==> config.mk <==
export PLATFORM = sky130hd
export DESIGN_NAME = mem_responder
export DESIGN_NICKNAME = d
export VERILOG_FILES = /design/src/rtl/mem_responder.sv
export SDC_FILE = /design/constraint.sdc
export NUM_CORES = 1
export LEC_CHECK = 0
export ABC_AREA = 0
export ABC_CLOCK_PERIOD_IN_PS = 4550
export BUFFER_PORTS_ARGS = -buffer_cell sky130_fd_sc_hd__buf_2
export CORE_ASPECT_RATIO = 0.5
export CORE_MARGIN = 5
export CORE_UTILIZATION = 40
export CTS_BUF_LIST = sky130_fd_sc_hd__clkbuf_8
export CTS_CLUSTER_SIZE = 8
export DETAILED_ROUTE_END_ITERATION = 10
export PLACE_DENSITY = 0.6
export SLEW_MARGIN = 20
export SYNTH_ARGS = -nofsm -noshare
export SYNTH_HDL_FRONTEND = slang
export SYNTH_SLANG_ARGS = --single-unit
==> constraint.sdc <==
create_clock -name clk -period 4.55 [get_ports clk]
set_clock_uncertainty 0.1 [all_clocks]
set_input_delay 0.2275 -clock clk [delete_from_list [all_inputs] [get_ports clk]]
set_output_delay 0.2275 -clock clk [all_outputs]
set_load 0.05 [all_outputs]
==> src/rtl/mem_responder.sv <==
// 2^ADDR_W x DATA_W synchronous memory with req/ack access and atomic RMW.
// A side preload port writes words while the responder is idle.
module mem_responder #(
    parameter int ADDR_W      = 4,
    parameter int DATA_W      = 8,
    parameter int WAIT_STATES = 0
) (
    input  logic              clk,
    input  logic              rst,
    input  logic              req,
    input  logic [1:0]        cmd,
    input  logic [ADDR_W-1:0] addr,
    input  logic [DATA_W-1:0] wdata,
    output logic [DATA_W-1:0] rdata,
    output logic              ack,
    output logic              busy,
    input  logic              ld_en,
    input  logic [ADDR_W-1:0] ld_addr,
    input  logic [DATA_W-1:0] ld_data
);

    localparam int DEPTH = 1 << ADDR_W;
    localparam logic [2:0] WS = 3'(WAIT_STATES);

    localparam logic [1:0] CMD_RD  = 2'b00;
    localparam logic [1:0] CMD_WR  = 2'b01;
    localparam logic [1:0] CMD_DBL = 2'b10;
    localparam logic [1:0] CMD_CPL = 2'b11;

    typedef enum logic [1:0] {
        IDLE,
        WAIT,
        RESP
    } state_e;

    state_e            state_q, state_d;
    logic [2:0]        cnt_q, cnt_d;
    logic [1:0]        cmd_q, cmd_d;
    logic [ADDR_W-1:0] addr_q, addr_d;
    logic [DATA_W-1:0] wdata_q, wdata_d;
    logic [DATA_W-1:0] rdata_q, rdata_d;
    logic [DATA_W-1:0] mem_q [DEPTH];
    logic [DATA_W-1:0] mem_d [DEPTH];
    logic [DATA_W-1:0] cur;

    assign cur   = mem_q[addr_q];
    assign rdata = rdata_q;
    assign ack   = (state_q == RESP);
    assign busy  = (state_q != IDLE);

    // Next-state, request latching and the single-edge memory access.
    always_comb begin
        state_d = state_q;
        cnt_d   = cnt_q;
        cmd_d   = cmd_q;
        addr_d  = addr_q;
        wdata_d = wdata_q;
        rdata_d = rdata_q;
        mem_d   = mem_q;
        unique case (state_q)
            IDLE: begin
                if (ld_en) begin
                    mem_d[ld_addr] = ld_data;
                end else if (req) begin
                    cmd_d   = cmd;
                    addr_d  = addr;
                    wdata_d = wdata;
                    cnt_d   = WS;
                    state_d = WAIT;
                end
            end
            WAIT: begin
                if (cnt_q != 3'd0) begin
                    cnt_d = cnt_q - 3'd1;
                end else begin
                    state_d = RESP;
                    unique case (cmd_q)
                        CMD_RD: rdata_d = cur;
                        CMD_WR: mem_d[addr_q] = wdata_q;
                        CMD_DBL: begin
                            rdata_d       = cur;
                            mem_d[addr_q] = {cur[DATA_W-2:0], 1'b0};
                        end
                        CMD_CPL: begin
                            rdata_d       = cur;
                            mem_d[addr_q] = ~cur;
                        end
                        default: rdata_d = rdata_q;
                    endcase
                end
            end
            RESP: state_d = IDLE;
            default: state_d = IDLE;
        endcase
    end

    // State and storage registers; reset clears every word.
    always_ff @(posedge clk) begin
        if (rst) begin
            state_q <= IDLE;
            cnt_q   <= '0;
            cmd_q   <= '0;
            addr_q  <= '0;
            wdata_q <= '0;
            rdata_q <= '0;
            for (int i = 0; i < DEPTH; i++) begin
                mem_q[i] <= '0;
            end
        end else begin
            state_q <= state_d;
            cnt_q   <= cnt_d;
            cmd_q   <= cmd_d;
            addr_q  <= addr_d;
            wdata_q <= wdata_d;
            rdata_q <= rdata_d;
            mem_q   <= mem_d;
        end
    end

endmodule
==> run summary <==
Status: finished clean
Yosys reg bits: 155
CP Max Fanout: 34
Switching Fraction: 31.2%
Post-synthesis sequential area ratio: 29.4%
# rows: 42
Achievable frequency: 279 MHz
Relative slew slack: 26.6%
Initial antenna violation count: 3
H-tree depth: 4
P per Cell Area: 284 mW/mm^2
Total Power: 0.00326 W
Internal: 0.00224 W
Setup Crit Path Kind: reg2reg
I/O Buffers: 39
Die width: 240 um
Post-Place Cells: 1684
Clock Power Share: 37.8%
Dominant cells by area after synthesis: dfxtp_1, a21oi_1, nand2_1
Worst setup EP type: flip-flop
Final non-filler cell total: 1732
Max-cap violation count: 0
Top-count cell post-synth: dfxtp_1
# setup viols final: 0
Hold_ws: 30.6 ps
Root buffer cell: clkbuf_8
Gr ovfl total: 0
Worst hold path type: in2reg
Final Hold Fails: 0
Post-Route WL: 44200 um
Core area: 0.0262 mm^2
Largest net degree at the start of global routing: 111
Worst ir drop on vdd: 0.207 mV
WL/cell: 25.5 um
Synth area leader: dfxtp_1
Postcts setup bufs: 0
WP data arrival: 3850 ps
RSZ-0062 raised after global routing: false
Initial drt markers: 1871
Fin Setup TNS: 0 ps
CTS clk-pin slew, worst paths: 90 ps
Top cells by count, synth: dfxtp_1, nand2_1, a21oi_1
DP Wirelength: 29300 um
Cell area after layout: 0.0115 mm^2
# IOs: 40
Required @ worst endpoint: 4820 ps
First drt pass iteration count: 8
GR Util All Layers: 28.3%
Via density: 6.84
Net Switching: 0.00102 W
Netlist Area Pre-Place: 0.0106 mm^2
Lkg Pwr: 3.59 nW
Post-synth ARST share: 0%
Syn nets: 1424
Mapped Avg Cell Area: 7.59 um^2
Clock sink total: 155
Mapped Cells: 1392
Seq pwr share: 45.3%
Max clock buf depth: 2
Worst slew pin tran: 1100 ps
TritonCTS buffer count: 17
Die Y: 125 um
Post-synth EDFFs: 0
DP Area: 0.0109 mm^2
Initial core utilization: 40.3%
Clock latency on the worst-skew pair: 500 ps
DRC errors left: 0
Worst Setup SP: addr_q[2]$_SDFFE_PP0P_
Fin nets: 1399
Routability congestion estimate from global placement: 0.988
Netlist cell types: 83
Vias in the first global route: 10900
Final Max Slew Viols: 0
CTS tree: built
Yosys warning total: 0
Tcrit/Tclk final: 78.6%
Tmin final: 3580 ps
Final ANT Viol Nets: 0
Post-synth top area share: 29.4%
Die area: 0.0300 mm^2
Share of cells above drive strength 1: 12.3%
Hold path startpoint: ld_data[6]
First-pass GRT wire length: 66600 um
Main synth FF type: dfxtp_1
CP startpoint kind: flip-flop
Area growth syn-to-layout: 8.62%
Vias: 11800
Fillers: 2604
RR Startpoint: addr_q[2]$_SDFFE_PP0P_
Gate power share: 16.9%
-- layer usage --
| layer | up-vias | part of all wire, % | GRT usage (%) | routed length (um) |
|---|---|---|---|---|
| met1 | 5597 | 43 | 40.6 | 18800 |
| met3 | 159 | 14 | 10.6 | 6180 |
| li1 | 5222 | - | - | - |
| met2 | 859 | 40 | 39.1 | 17900 |
| met5 | - | 0.079 | 0 | 35 |
| met4 | 6 | 3.0 | 9.37 | 1330 |
-- power groups by stage --
stage / registers [W] / logic (W) / clock network (W)
after floorplan: 0.00148 / 0.000365 / 0
after global placement: 0.00150 / 0.000507 / 0
after detailed placement: 0.00150 / 0.000516 / 0
after CTS: 0.00147 / 0.000527 / 0.00123
after global routing: 0.00148 / 0.000578 / 0.00129
final: 0.00147 / 0.000550 / 0.00123
-- registers in the layout, summed over array words and instances, names as in the netlist --
signal,count
wdata_q,8
cmd_q,2
cnt_q,3
state_q,2
mem_q,128
addr_q,4
rdata,8
-- cell usage in the layout, fill, tap and decap left out, types with 11 or more instances in the layout --
cell type	instances
a31oi_1	30
inv_1	11
nor3_1	29
a22oi_1	22
o21ai_0	106
a211oi_1	18
mux2i_1	45
o311ai_1	25
o22a_1	14
nand2b_1	19
a21oi_1	124
o311ai_0	23
o211ai_1	38
nand3_1	89
nor2_1	92
mux4_2	13
dlygate4sd3_1	15
nand2_1	146
o21ai_1	82
nor4_1	30
buf_2	39
buf_4	44
nor2b_1	11
dfxtp_1	152
clkbuf_8	22
-- kinds of logic (layout without fill, tap and decap cells) --
kind of cell               Yosys count  count (layout)  synth area share [%]
other                                0               1                     0
buffers and inverters              153             140                  6.97
adders and majority gates            2               2                 0.237
DFF                                155             155                  29.4
and+or+nand+nor                    466             466                  21.8
muxes                               64              64                  7.86
AOI/OAI and AO/OA                  552             552                  33.8
-- final cells by class --
type,instances,area [um^2],share of cell area (%)
diodes,1,2.50,0.0218
multi-input cells,1084,6750,58.8
flip-flops and latches,155,3110,27.1
well taps,352,440,3.84
repair buffers,99,687,5.98
clock buffers,22,303,2.64
inverters,10,37.5,0.327
clock inverters,9,144,1.25
-- through the flow --
step,util (%),worst slack (ps)
finish,43.8,972
detailed placement,41.4,1060
floorplan,-,2080
global placement,41.4,1090
global route,43.8,789
CTS,43.7,1030
-- critical path, cell delays in order, from the launching register on --
cell	delay, ps
dfxtp_2	930
nand2_1	320
or3_1	670
a211oi_2	960
nor2_1	260
nand2_1	140
o21ai_1	70
-- path summary, 6_finish.rpt --
kind                             end  slack (ps)  cells after the start
min           mem_q[30]$_SDFFE_PP0P_          30                      3
min reg2reg  wdata_q[2]$_SDFFE_PP0P_         370                      2
max           mem_q[76]$_SDFFE_PP0P_         970                      6
max reg2reg   mem_q[76]$_SDFFE_PP0P_         970                      6
-- timing repair --
item / in CTS / in global routing
endpoints found under the hold margin: 15 / 0
gates resized for setup: 0 / 0
hold buffers: 15 / 0
Note: power is estimated with default switching activity, not from simulation.
